[src/rtl/ram_port_arbiter.sv]
`default_nettype none
// ============================================================================
// Module  : ram_port_arbiter
// Purpose : Shares one single-port data RAM between two requesters.
//             port 0 : control unit (fetch, operand load, store)
//             port 1 : host loader / debug (program load, result readout)
//           One RAM transaction per grant. Round-robin on a tie by default,
//           so a busy CPU cannot starve the host. This block is the only
//           driver of the RAM address/data/write-enable pins.
// Config  : define ARB_FIXED_PRIO_EN to make port 0 win every tie
//           (round-robin when undefined).
// Ports   : clock, reset            - clock, synchronous active-high reset
//           req*/we*/addr*/wdata*   - request + command, held until gnt*
//           gnt*                    - 1-cycle pulse, command captured
//           rvalid*/rdata*          - read data pulse / held read data
//           done*                   - 1-cycle pulse, transaction finished
//           mem_en/mem_we/mem_addr/mem_wdata/mem_rdata - RAM interface
//           busy                    - transaction in progress
//           gcnt0/gcnt1             - saturating per-port grant counters
// Timing  : req->gnt 1 cycle (idle), write req->done 3, read req->rvalid 4.
// Revision: 1.0 - initial release
// ============================================================================
module ram_port_arbiter #(
  parameter int ADDR_W = 8,
  parameter int DATA_W = 8
) (
  input  logic              clock,
  input  logic              reset,
  input  logic              req0,
  input  logic              req1,
  input  logic              we0,
  input  logic              we1,
  input  logic [ADDR_W-1:0] addr0,
  input  logic [ADDR_W-1:0] addr1,
  input  logic [DATA_W-1:0] wdata0,
  input  logic [DATA_W-1:0] wdata1,
  output logic              gnt0,
  output logic              gnt1,
  output logic              rvalid0,
  output logic              rvalid1,
  output logic [DATA_W-1:0] rdata0,
  output logic [DATA_W-1:0] rdata1,
  output logic              done0,
  output logic              done1,
  output logic              mem_en,
  output logic              mem_we,
  output logic [ADDR_W-1:0] mem_addr,
  output logic [DATA_W-1:0] mem_wdata,
  input  logic [DATA_W-1:0] mem_rdata,
  output logic              busy,
  output logic [7:0]        gcnt0,
  output logic [7:0]        gcnt1
);

  typedef enum logic [1:0] {
    ST_IDLE      = 2'd0,
    ST_ACCESS    = 2'd1,
    ST_READ_WAIT = 2'd2
  } state_t;

  state_t state;
  logic   last;    // port granted most recently
  logic   owner;   // port owning the transaction in flight
  logic   issued;  // ACCESS has already strobed the RAM
  logic   cap_we;  // captured write/read command
  logic   pick;    // winner if a grant is issued this cycle

`ifdef ARB_FIXED_PRIO_EN
  // Port 0 always wins; the host is served only while req0 is low.
  always_comb begin
    pick = ~req0;
  end
`else
  // On a tie, serve the port that was not served last.
  always_comb begin
    pick = (req0 && req1) ? ~last : req1;
  end
`endif

  always_ff @(posedge clock) begin
    if (reset) begin
      state     <= ST_IDLE;
      last      <= 1'b1;
      owner     <= 1'b0;
      issued    <= 1'b0;
      cap_we    <= 1'b0;
      gnt0      <= 1'b0;
      gnt1      <= 1'b0;
      rvalid0   <= 1'b0;
      rvalid1   <= 1'b0;
      rdata0    <= '0;
      rdata1    <= '0;
      done0     <= 1'b0;
      done1     <= 1'b0;
      mem_en    <= 1'b0;
      mem_we    <= 1'b0;
      mem_addr  <= '0;
      mem_wdata <= '0;
      busy      <= 1'b0;
      gcnt0     <= 8'h00;
      gcnt1     <= 8'h00;
    end else begin
      // Pulse outputs default low every cycle.
      gnt0    <= 1'b0;
      gnt1    <= 1'b0;
      done0   <= 1'b0;
      done1   <= 1'b0;
      rvalid0 <= 1'b0;
      rvalid1 <= 1'b0;

      case (state)
        ST_IDLE: begin
          mem_en <= 1'b0;
          mem_we <= 1'b0;
          if (req0 || req1) begin
            owner  <= pick;
            last   <= pick;
            issued <= 1'b0;
            state  <= ST_ACCESS;
            busy   <= 1'b1;
            if (pick) begin
              mem_addr  <= addr1;
              mem_wdata <= wdata1;
              cap_we    <= we1;
              gnt1      <= 1'b1;
              if (gcnt1 != 8'hFF) gcnt1 <= gcnt1 + 8'd1;
            end else begin
              mem_addr  <= addr0;
              mem_wdata <= wdata0;
              cap_we    <= we0;
              gnt0      <= 1'b1;
              if (gcnt0 != 8'hFF) gcnt0 <= gcnt0 + 8'd1;
            end
          end else begin
            busy <= 1'b0;
          end
        end

        // First cycle strobes the RAM; second cycle ends a write or hands a
        // read over to READ_WAIT, where the synchronous RAM output is valid.
        ST_ACCESS: begin
          if (!issued) begin
            mem_en <= 1'b1;
            mem_we <= cap_we;
            issued <= 1'b1;
          end else begin
            mem_en <= 1'b0;
            mem_we <= 1'b0;
            if (cap_we) begin
              if (owner) done1 <= 1'b1;
              else       done0 <= 1'b1;
              state <= ST_IDLE;
              busy  <= 1'b0;
            end else begin
              state <= ST_READ_WAIT;
            end
          end
        end

        ST_READ_WAIT: begin
          mem_en <= 1'b0;
          mem_we <= 1'b0;
          if (owner) begin
            rdata1  <= mem_rdata;
            rvalid1 <= 1'b1;
            done1   <= 1'b1;
          end else begin
            rdata0  <= mem_rdata;
            rvalid0 <= 1'b1;
            done0   <= 1'b1;
          end
          state <= ST_IDLE;
          busy  <= 1'b0;
        end

        default: begin
          mem_en <= 1'b0;
          mem_we <= 1'b0;
          state  <= ST_IDLE;
          busy   <= 1'b0;
        end
      endcase
    end
  end

endmodule
`default_nettype wire

[config.mk]
export PLATFORM = sky130hd
export DESIGN_NAME = ram_port_arbiter
export DESIGN_NICKNAME = d
export VERILOG_FILES = /design/src/rtl/ram_port_arbiter.sv
export SDC_FILE = /design/constraint.sdc
export NUM_CORES = 1
export LEC_CHECK = 0
export ABC_AREA = 1
export BUFFER_PORTS_ARGS = -buffer_cell sky130_fd_sc_hd__buf_2
export CAP_MARGIN = 10
export CORE_MARGIN = 3
export CORE_UTILIZATION = 30
export CTS_CLUSTER_DIAMETER = 150
export CTS_CLUSTER_SIZE = 8
export DETAILED_ROUTE_END_ITERATION = 10
export GPL_TIMING_DRIVEN = 0
export PLACE_DENSITY_LB_ADDON = 0.2
export SLEW_MARGIN = 5
export SYNTH_ARGS = -nofsm -noshare
export SYNTH_HDL_FRONTEND = slang
export SYNTH_SLANG_ARGS = --single-unit
[constraint.sdc]
create_clock -name clock -period 2 [get_ports clock]
set_clock_uncertainty 0.1 [all_clocks]
set_input_delay 0.1 -clock clock [delete_from_list [all_inputs] [get_ports clock]]
set_output_delay 0.1 -clock clock [all_outputs]
set_load 0.03 [all_outputs]
==> key figures <==
Power and ir drop
  • Switch share: 39.8%
  • Pleak: 1.88 nW
  • Clk pwr share: 27.6%
  • Power Internal: 2.99 mW
  • Power Dens Cells: 1240 nW/um^2
  • Psw: 1.97 mW
  • Maximum VDD drop: 0.633 mV
  • Logic pwr share: 37.4%
  • Tot Pwr: 4.96 mW
  • Seq pwr share: 35.0%

Global routing
  • Total GRT Usage: 16.4%
  • Global Route met3 Usage: 5.12%
  • Vias in the first global route: 2998
  • Grt peak-use layer: met2
  • Grt met2 use: 27.4%
  • First-pass GRT wire length: 13400 microns
  • Grt met1 use: 19.2%
  • Gr ovfl total: 0
  • Pin count of the biggest net entering global routing: 12
  • Initial antenna violation count: 0

Place
  • Placed cells: 585
  • Place WS: 208 ps
  • DPL Wire Length: 5550 microns
  • Port Buffer Count: 102
  • GPL Wtd Cong: 0.812

Critical path
  • Slowest CP cell: dfxtp_1
  • CP Buf/Inv Count: 1
  • Critical Path Sink Type: flop
  • CP Class: flop to flop
  • CP top delay family: compound AO/OA/AOI/OAI gates
  • Critical Path Start Type: flop
  • Worst EP required: 2160 ps
  • CP max stage delay: 390 ps
  • Critical-path maximum fanout: 8
  • Worst EP arrival: 1940 ps
  • Crit-path cells: inv_1 > ha_1 > o21ai_1 > nor2_4 > nand2_2 > nand2_1 > a21oi_1

Outcome
  • Status: finished, final reports clean

Timing
  • Setup ws final: 224 ps
  • Fin crit share: 88.8%
  • Post-Route Setup TNS: 0 ps
  • Crit path time final: 1780 ps
  • Max_slew headroom: 60.0%
  • Worst slew pin tran: 596 ps
  • Setup violators final: 0
  • RSZ-0062 raised after global routing: no
  • Hold Vio Cnt, Final: 0
  • Fmax: 563 MHz
  • Slew Viols, Final: 0

Floorplanning
  • Die area: 10100 sq um
  • Starting Density: 31.8%
  • Die width: 101 microns
  • I/O pins: 103
  • CORE AREA: 8460 sq um
  • Row count: 33
  • Die Y-Extent: 101 microns

Synthesis
  • Synth Register Bits: 63
  • Synth Cell Area: 2690 sq um
  • Post-Syn Area per Cell: 7.12 sq um
  • Sequential fraction of the synthesis area: 46.9%
  • Mapped Nets: 430
  • Gate Count Post-Synth: 378
  • Synth warn: 0
  • Synth cell types: 21

Final layout
  • Layout cells sized above 1: 24.5%
  • Fillers: 846
  • Fin nets: 585
  • Non-Filler Instances: 643
  • P&R area growth vs syn: 48.7%
  • Sequential cell area: 1260 sq um
  • Core Util, Final: 47.3%
  • Antenna cells: 0
  • Multi-input gate area: 1260 sq um

Routing
  • Vias per cell: 4.73
  • Pre-antenna DRT Iters: 4
  • Initial DRC Count: 85
  • Routed Antenna Nets: 0
  • Vias: 3039
  • # DRC: 0
  • Drt wl/cell: 12.5 microns
  • Total Wirelength: 8060 microns

CTS
  • H-Tree Depth: 3
  • Clock root buffer: clkbuf_8
  • Clock Pin Slew Worst Setup and Hold Paths: 70 ps
  • CTS tree: yes
  • Clock latency on the worst-skew pair: 340 ps
  • Clock Tree Buf Depth: 2
  • CTS Sinks: 63
  • TritonCTS Buffers: 9

Hold path
  • Hold Path Class: input pin to flop

Flow run
  • Max Cap Viol: 0
metal layers:
metal | share of wire (%) | vias up
met4 | 2.2 | 0
met2 | 46 | 123
li1 | - | 1540
met5 | 0 | -
met3 | 8.4 | 20
met1 | 43 | 1356
cells in the mapped netlist:
cell,count,area share (%)
nand4_1,4,0.93
xor2_1,2,0.65
nor2_2,2,0.46
nor3_1,1,0.19
a21oi_1,16,3.0
inv_1,28,3.9
nand2_1,91,13
ha_1,6,2.8
a31oi_1,17,4.0
o21ai_0,23,4.3
buf_2,5,0.93
nand2_2,3,0.70
clkbuf_1,10,1.4
and3_1,1,0.23
nand3_1,21,3.9
dfxtp_1,63,47
nand3b_1,1,0.28
nor2_4,1,0.42
o21ai_1,19,3.5
inv_2,2,0.28
nor2_1,62,8.6
final timing paths:
check / startpoint / to / slack (ps) / cells past startpoint
max: state[0] / gcnt0[7] / 220 / 7
min: reset / mem_wdata[6] / 90 / 4
max reg2reg: state[0] / gcnt0[7] / 220 / 7
min reg2reg: rdata0[2] / rdata0[2] / 380 / 2
kinds of logic after synthesis:
kind of cell | count (synthesis) | share of synthesized area [%]
DFF | 63 | 46.9
adders and majority gates | 6 | 2.79
buffers and inverters | 45 | 6.51
xor gates and xnor gates | 2 | 0.651
AOI/OAI and AO/OA | 75 | 14.7
and+or+nand+nor | 187 | 28.5
power by group through the flow:
stage,clock network [mW],registers (mW),logic [mW]
after floorplan,0,2.23,0.772
after global placement,0,1.75,1.79
after detailed placement,0,1.76,1.80
after CTS,1.40,1.74,1.86
after global routing,1.45,1.78,2.06
final,1.37,1.74,1.85
sequential cells by signal, summed over array words and instances, names as in the netlist, 2 cells and up:
| register | flops |
|---|---|
| gcnt1 | 8 |
| rdata1 | 8 |
| gcnt0 | 8 |
| mem_addr | 8 |
| state | 2 |
| mem_wdata | 8 |
| rdata0 | 8 |
layout by cell type, fill, tap and decap left out, types with 4 or more instances in the layout:
| cell | netlist | routed |
|---|---|---|
| o21ai_1 | 19 | 19 |
| dlygate4sd3_1 | 0 | 42 |
| ha_1 | 6 | 6 |
| clkbuf_1 | 10 | 10 |
| dfxtp_1 | 63 | 63 |
| o21ai_0 | 23 | 23 |
| a31oi_1 | 17 | 17 |
| nand3_1 | 21 | 21 |
| buf_2 | 5 | 107 |
| a21oi_1 | 16 | 16 |
| inv_1 | 28 | 28 |
| nand4_1 | 4 | 4 |
| clkbuf_8 | 0 | 10 |
| nand2_1 | 91 | 91 |
| nor2_1 | 62 | 61 |
worst register-to-register path: stages, from the launching register on:
cell     delay (ps)
dfxtp_1         390
inv_1            80
ha_1            260
o21ai_1         350
nor2_4          130
nand2_2         180
nand2_1          70
a21oi_1         140
stage by stage:
| stage | cell area [sq um] | hold slack, ps |
|---|---|---|
| finish | 4000 | 85.2 |
| detailed placement | 3330 | 278 |
| floorplan | 2690 | 157 |
| global placement | 3330 | 257 |
| global route | 4000 | 111 |
| CTS | 4000 | 82.9 |
layout make-up:
type                    count  area share, %
inverters                  30           2.81
well taps                 105           3.28
flip-flops and latches     63           31.5
clock inverters             6           2.69
clock buffers              10           3.44
plain buffers              15           1.56
repair buffers            144           23.3
multi-input cells         270           31.4
timing repair:
action	4_1_cts	5_1_grt
buffers inserted	0	0
gates resized for setup	0	1
hold buffers	42	0
hold endpoints to repair	33	0
setup endpoints to repair	0	1
Note: power is estimated with default switching activity, not from simulation.
